[src/rtl/game_sequencer.sv]
`default_nettype none
// game_sequencer: phase/turn controller that places ships and arbitrates alternating shots on the board matrix.
// Rev 1.0 - initial release
module game_sequencer #(
  parameter int SHIPS    = 4,
  parameter int TURN_TMO = 650_000_000
) (
  input  logic       clk,
  input  logic       rst_n,
  input  logic       start_btn,
  input  logic       host_click,
  input  logic [6:0] host_pos,
  input  logic       guest_click,
  input  logic [6:0] guest_pos,
  input  logic [1:0] cell_code,
  output logic [1:0] phase,
  output logic       tgt_sel,
  output logic [6:0] tgt_pos,
  output logic       place,
  output logic       turn,
  output logic [3:0] hits_host,
  output logic [3:0] hits_guest,
  output logic       shot_valid,
  output logic       shot_hit,
  output logic       game_over,
  output logic       winner
);

  localparam int               TMR_W      = (TURN_TMO > 1) ? $clog2(TURN_TMO) : 1;
  localparam logic [TMR_W-1:0] TMO_LAST   = TMR_W'(TURN_TMO - 1);
  localparam logic [3:0]       SHIPS_N    = 4'(SHIPS);
  localparam logic [6:0]       LAST_CELL  = 7'd99;
  localparam logic [1:0]       PH_SHOOT   = 2'b00;
  localparam logic [1:0]       PH_HOST    = 2'b01;
  localparam logic [1:0]       PH_GUEST   = 2'b10;
  localparam logic [1:0]       PH_IDLE    = 2'b11;
  localparam logic [1:0]       CODE_EMPTY = 2'b00;
  localparam logic [1:0]       CODE_SHIP  = 2'b01;

  typedef enum logic [2:0] {
    S_IDLE, S_PLACE_H, S_PLACE_G, S_SHOOT, S_LOOKUP, S_RESOLVE, S_OVER
  } state_t;

  state_t           state_q, state_d;
  logic [1:0]       phase_q, phase_d;
  logic             tgt_sel_q, tgt_sel_d;
  logic [6:0]       tgt_pos_q, tgt_pos_d;
  logic             place_q, place_d;
  logic             turn_q, turn_d;
  logic [3:0]       hits_host_q, hits_host_d;
  logic [3:0]       hits_guest_q, hits_guest_d;
  logic             shot_valid_q, shot_valid_d;
  logic             shot_hit_q, shot_hit_d;
  logic             game_over_q, game_over_d;
  logic             winner_q, winner_d;
  logic [3:0]       count_q, count_d;
  logic [TMR_W-1:0] timer_q, timer_d;

  logic       host_ok, guest_ok, shot_click;
  logic [6:0] shot_pos;
  logic [3:0] count_inc, score_q, score_inc;

  assign host_ok    = host_click && (host_pos <= LAST_CELL);
  assign guest_ok   = guest_click && (guest_pos <= LAST_CELL);
  assign shot_click = turn_q ? guest_ok : host_ok;
  assign shot_pos   = turn_q ? guest_pos : host_pos;
  assign count_inc  = count_q + 4'd1;
  assign score_q    = turn_q ? hits_guest_q : hits_host_q;
  assign score_inc  = (score_q >= SHIPS_N) ? score_q : score_q + 4'd1;

  // phase and tgt_sel follow the current state one cycle late, so during the place
  // strobe they still describe the cell being written, not the state being entered.
  always_comb begin
    state_d      = state_q;
    phase_d      = phase_q;
    tgt_sel_d    = tgt_sel_q;
    tgt_pos_d    = tgt_pos_q;
    place_d      = 1'b0;
    turn_d       = turn_q;
    hits_host_d  = hits_host_q;
    hits_guest_d = hits_guest_q;
    shot_valid_d = 1'b0;
    shot_hit_d   = shot_hit_q;
    game_over_d  = game_over_q;
    winner_d     = winner_q;
    count_d      = count_q;
    timer_d      = timer_q;
    unique case (state_q)
      S_IDLE, S_OVER: begin
        phase_d = PH_IDLE;
        if (start_btn) begin
          state_d      = S_PLACE_H;
          hits_host_d  = 4'd0;
          hits_guest_d = 4'd0;
          count_d      = 4'd0;
          turn_d       = 1'b0;
          game_over_d  = 1'b0;
          timer_d      = '0;
        end
      end
      S_PLACE_H: begin
        phase_d   = PH_HOST;
        tgt_sel_d = 1'b0;
        if (host_ok) begin
          tgt_pos_d = host_pos;
          state_d   = S_LOOKUP;
        end
      end
      S_PLACE_G: begin
        phase_d   = PH_GUEST;
        tgt_sel_d = 1'b1;
        if (guest_ok) begin
          tgt_pos_d = guest_pos;
          state_d   = S_LOOKUP;
        end
      end
      S_SHOOT: begin
        phase_d   = PH_SHOOT;
        tgt_sel_d = ~turn_q;
        if (shot_click) begin
          tgt_pos_d = shot_pos;
          state_d   = S_LOOKUP;
        end else if (timer_q == TMO_LAST) begin
          turn_d  = ~turn_q;
          timer_d = '0;
        end else begin
          timer_d = timer_q + 1'b1;
        end
      end
      S_LOOKUP: state_d = S_RESOLVE;
      S_RESOLVE: begin
        if (phase_q != PH_SHOOT) begin
          state_d = (phase_q == PH_HOST) ? S_PLACE_H : S_PLACE_G;
          if (cell_code == CODE_EMPTY) begin
            place_d = 1'b1;
            if (count_inc == SHIPS_N) begin
              count_d = 4'd0;
              timer_d = '0;
              state_d = (phase_q == PH_HOST) ? S_PLACE_G : S_SHOOT;
            end else begin
              count_d = count_inc;
            end
          end
        end else begin
          state_d = S_SHOOT;
          if (cell_code == CODE_SHIP) begin
            place_d      = 1'b1;
            shot_valid_d = 1'b1;
            shot_hit_d   = 1'b1;
            timer_d      = '0;
            if (turn_q) hits_guest_d = score_inc;
            else        hits_host_d  = score_inc;
            if (score_inc == SHIPS_N) begin
              state_d     = S_OVER;
              game_over_d = 1'b1;
              winner_d    = turn_q;
            end
          end else if (cell_code == CODE_EMPTY) begin
            place_d      = 1'b1;
            shot_valid_d = 1'b1;
            shot_hit_d   = 1'b0;
            timer_d      = '0;
            turn_d       = ~turn_q;
          end
        end
      end
      default: state_d = S_IDLE;
    endcase
  end

  always_ff @(posedge clk or negedge rst_n) begin
    if (!rst_n) begin
      state_q      <= S_IDLE;
      phase_q      <= PH_IDLE;
      tgt_sel_q    <= 1'b0;
      tgt_pos_q    <= 7'd0;
      place_q      <= 1'b0;
      turn_q       <= 1'b0;
      hits_host_q  <= 4'd0;
      hits_guest_q <= 4'd0;
      shot_valid_q <= 1'b0;
      shot_hit_q   <= 1'b0;
      game_over_q  <= 1'b0;
      winner_q     <= 1'b0;
      count_q      <= 4'd0;
      timer_q      <= '0;
    end else begin
      state_q      <= state_d;
      phase_q      <= phase_d;
      tgt_sel_q    <= tgt_sel_d;
      tgt_pos_q    <= tgt_pos_d;
      place_q      <= place_d;
      turn_q       <= turn_d;
      hits_host_q  <= hits_host_d;
      hits_guest_q <= hits_guest_d;
      shot_valid_q <= shot_valid_d;
      shot_hit_q   <= shot_hit_d;
      game_over_q  <= game_over_d;
      winner_q     <= winner_d;
      count_q      <= count_d;
      timer_q      <= timer_d;
    end
  end

  assign phase      = phase_q;
  assign tgt_sel    = tgt_sel_q;
  assign tgt_pos    = tgt_pos_q;
  assign place      = place_q;
  assign turn       = turn_q;
  assign hits_host  = hits_host_q;
  assign hits_guest = hits_guest_q;
  assign shot_valid = shot_valid_q;
  assign shot_hit   = shot_hit_q;
  assign game_over  = game_over_q;
  assign winner     = winner_q;

endmodule
`default_nettype wire

[config.mk]
export PLATFORM = sky130hd
export DESIGN_NAME = game_sequencer
export DESIGN_NICKNAME = d
export VERILOG_FILES = /design/src/rtl/game_sequencer.sv
export SDC_FILE = /design/constraint.sdc
export NUM_CORES = 1
export LEC_CHECK = 0
export ABC_AREA = 1
export CORE_MARGIN = 8
export CORE_UTILIZATION = 55
export CTS_CLUSTER_SIZE = 24
export DETAILED_ROUTE_END_ITERATION = 10
export GPL_TIMING_DRIVEN = 0
export HOLD_SLACK_MARGIN = 0.15
export PLACE_DENSITY = 0.78
export SYNTH_ARGS = -nofsm -noshare
export SYNTH_HDL_FRONTEND = slang
export SYNTH_SLANG_ARGS = --single-unit
[constraint.sdc]
create_clock -name clk -period 2.2 [get_ports clk]
set_input_delay 0.22 -clock clk [delete_from_list [all_inputs] [get_ports clk]]
set_output_delay 0.22 -clock clk [all_outputs]
set_load 0.01 [all_outputs]
==> metrics.log <==
[metrics] remaining global-route overflow: 0
[metrics] Clock H-tree levels: 3
[metrics] portion of synthesized cell area occupied by the leading cell type: 36.3%
[metrics] end of the worst register-to-register path: timer_q[0]
[metrics] per-instance average area after synthesis: 6.51 um2
[metrics] footprint of the flip-flops and latches: 1530 um2
[metrics] global-route wire length before repair: 19.7 mm
[metrics] length of the first detailed-routing pass in iterations: 5
[metrics] Max Clock Freq: 0.495 GHz
[metrics] run status: finished, final reports clean
[metrics] standby leakage power: 2.27 nW
[metrics] antenna violations before repair: 0
[metrics] total routed wirelength: 11.7 mm
[metrics] proportion of synthesized chip area in sequential cells: 37.6%
[metrics] share of the clock period used by the worst path after layout: 91.7%
[metrics] skew final: 17.5 ps
[metrics] Iter 0 DRT Violations: 279
[metrics] floorplan die height: 102 um
[metrics] post-DP HPWL: 8.60 mm
[metrics] syn nets: 650
[metrics] CTS Buf Count: 9
[metrics] Warnings, synthesis: 0
[metrics] peak supply drop: 862 uV
[metrics] kind of critical path: reg -> reg
[metrics] Cell Pwr Density: 1090 nW/um2
[metrics] most frequent cells after synthesis: sky130_fd_sc_hd__nand2_1, sky130_fd_sc_hd__nor2_1, sky130_fd_sc_hd__o21ai_0
[metrics] number of inserted filler cells in the final layout: 677
[metrics] Reg2Reg Setup Slack: 180 ps
[metrics] measured slew at the worst slew-check pin: 852 ps
[metrics] area used by multi-input combinational logic: 2230 um2
[metrics] later-pin clock latency in the skew report: 360 ps
[metrics] DR DRC count: 0
[metrics] overall die area: 10400 um2
[metrics] launch point of the worst path: timer_q[0]
[metrics] worst reg2reg path depth: 11
[metrics] GPL Wtd Cong: 0.961
[metrics] arrival time of the worst setup path: 2250 ps
[metrics] class of the tightest hold or removal check: in -> reg
[metrics] cell types occupying the most area after synthesis: sky130_fd_sc_hd__dfrtp_1, sky130_fd_sc_hd__nand2_1, sky130_fd_sc_hd__nor2_1
[metrics] peak per-stage delay on the critical path: 420 ps
[metrics] Finish-stage setup viols: 0
[metrics] via count of the first global-routing pass: 4000
[metrics] flip-flop and latch count after synthesis: 61
[metrics] Top-Level Pins: 45
[metrics] layout net count: 709
[metrics] Routed wire per std cell: 14.9 um
[metrics] reg2reg start: timer_q[0]
[metrics] Setup TNS Final: 0 ps
[metrics] number of placement rows: 31
[metrics] cell breakdown of the critical path: ha_2 > nand2_1 > nor2_4 > nand3_1 > nor2_2 > nand2_4 > clkbuf_8 > nand2_1 > nor2_1 > nand2_1 > nand2_1
[metrics] post-layout utilization of the core: 68.1%
[metrics] Die X: 102 um
[metrics] count of inserted antenna diode cells: 0
[metrics] Mapped Cells: 625
[metrics] headroom to the max-slew limit: 43.2%
[metrics] top flip-flop cell by instance count after synthesis: sky130_fd_sc_hd__dfrtp_1
[metrics] cell type contributing the most total cell area after synthesis: sky130_fd_sc_hd__dfrtp_1
[metrics] Slowest cell on crit path: sky130_fd_sc_hd__dfrtp_2
[metrics] top-count cell post-synth: sky130_fd_sc_hd__nand2_1
[metrics] initial cell density of the core: 56.4%
[metrics] async set-or-reset flop fraction in the synthesized netlist: 100%
[metrics] share of cells above drive strength 1: 8.43%
[metrics] Routed Antenna Nets: 0
[metrics] Tot GR Track Use: 24.4%
[metrics] clock root buffer: sky130_fd_sc_hd__clkbuf_8
[metrics] final hold violation count: 0
[metrics] number of distinct library cells after synthesis: 34
[metrics] crit-path max FO: 10
[metrics] number of max-cap violations: 0
[metrics] sort of element at the end of the critical path: flop
[metrics] count of vias placed by the detailed router: 4217
[metrics] count of flip-flops with a built-in enable after synthesis: 0
[metrics] Worst EP required: 2440 ps
[metrics] drt via density: 5.36
[metrics] RSZ-0062 raised after global routing: false
[metrics] clk buf depth: 2
[metrics] pin count of the biggest net entering global routing: 36
[metrics] synthesis-to-layout area growth: 20.6%
[metrics] final critical-path required period: 2020 ps
[metrics] end point of the critical path: timer_q[0]
[metrics] count of final max-slew check failures: 0
[metrics] Clock Sink Count: 61
[metrics] sort of element at the start of the critical path: flop
[metrics] CTS tree: done
[metrics] most repeated library cell on the critical path: sky130_fd_sc_hd__nand2_1
[metrics] clock-pin slew of the registers on the worst-case setup and hold paths: 70 ps
[metrics] post-synthesis instance area: 4070 um2
[metrics] Std-Cell Core Area: 7210 um2
[metrics] count of buffers from port buffering: 44
-- sequential cells by signal (all words and copies together), names as in the netlist, 2 cells and up --
register,count
tgt_pos,7
phase,2
hits_guest,4
state_q,3
count_q,4
hits_host,4
timer_q,30
-- logic make-up (layout without fill, tap and decap cells) --
kind of cell,count (synthesis),count (layout),share of synthesized area (%)
AOI/OAI and AO/OA,73,73,9.19
DFF,61,61,37.6
muxes,6,6,1.48
and+or+nand+nor,398,398,39.9
xor gates and xnor gates,12,12,2.58
adders and majority gates,4,4,1.23
buffers and inverters,71,134,8.05
-- worst max-delay path: cells and delay by family (launching register included) --
kind	cells	cell delay, ps
fa+ha+maj	1	250
buf+inv	1	210
flops	1	420
simple gates	9	1010
-- worst min path at each step --
stage / start / endpoint / slack [ps] / cells past startpoint
after floorplan: rst_n / count_q[0] / -80 / 0
after global placement: tgt_pos[4] / tgt_pos[4] / 470 / 2
after detailed placement: rst_n / tgt_pos[4] / 370 / 1
after CTS: cell_code[0] / shot_hit / 460 / 3
after global routing: cell_code[0] / shot_hit / 510 / 3
final: cell_code[0] / shot_hit / 470 / 3
-- placed cells by master, fill, tap and decap left out, drive strengths merged --
master / n
nand2: 231
nor2: 105
o21ai: 64
dfrtp: 59
inv: 55
nand3: 44
clkdlybuf4s50: 43
clkbuf: 18
buf: 12
nor3: 8
xor2: 7
a21oi: 7
mux2i: 6
or2: 5
xnor2: 5
ha: 4
clkinv: 3
nand4: 2
nor3b: 2
bufinv: 2
dfstp: 2
nand3b: 1
o21a: 1
a22oi: 1
dlygate4sd3: 1
-- layout make-up --
| class | count | share of cell area, % |
|---|---|---|
| Multi-Input combinational cell | 493 | 45.5 |
| Clock inverter | 5 | 1.53 |
| Sequential cell | 61 | 31.2 |
| Buffer | 16 | 2.55 |
| Inverter | 55 | 4.20 |
| Clock buffer | 10 | 2.80 |
| Timing Repair Buffer | 48 | 9.78 |
| Tap cell | 99 | 2.52 |
-- stage by stage --
stage / worst slack (ps) / hold WS [ps] / cell area (um2) / std cells / power [mW]
2_1_floorplan: 388 / -75.6 / 4070 / 625 / 3.23
3_3_place_gp: -1090 / 466 / 4640 / 768 / 4.12
3_5_place_dp: -294 / 368 / 4650 / 769 / 4.20
4_1_cts: 2.65 / 461 / 4890 / 785 / 5.35
5_1_grt: 21.9 / 514 / 4910 / 787 / 5.73
6_report: 182 / 466 / 4910 / 787 / 5.36
-- where the power goes --
part           leakage, nW  switching [mW]  internal [mW]
clock network        0.112           0.490          0.657
registers            0.820           0.178           1.36
logic                 1.34            1.70          0.975
-- layer usage --
metal,part of all wire [%],track usage [%],up-vias
met5,0,0,-
met4,1.3,6.55,0
met3,6.6,5.72,12
met2,45,38.0,133
met1,47,33.1,1985
li1,-,-,2087
-- repair_timing --
item,4_1_cts,5_1_grt
gates resized for setup,3,10
pin swaps,0,1
hold buffers,1,0
endpoints found under the hold margin,32,0
setup buffers,0,2
endpoints found under the setup margin,19,28
Power figures use the tool's default switching activity.
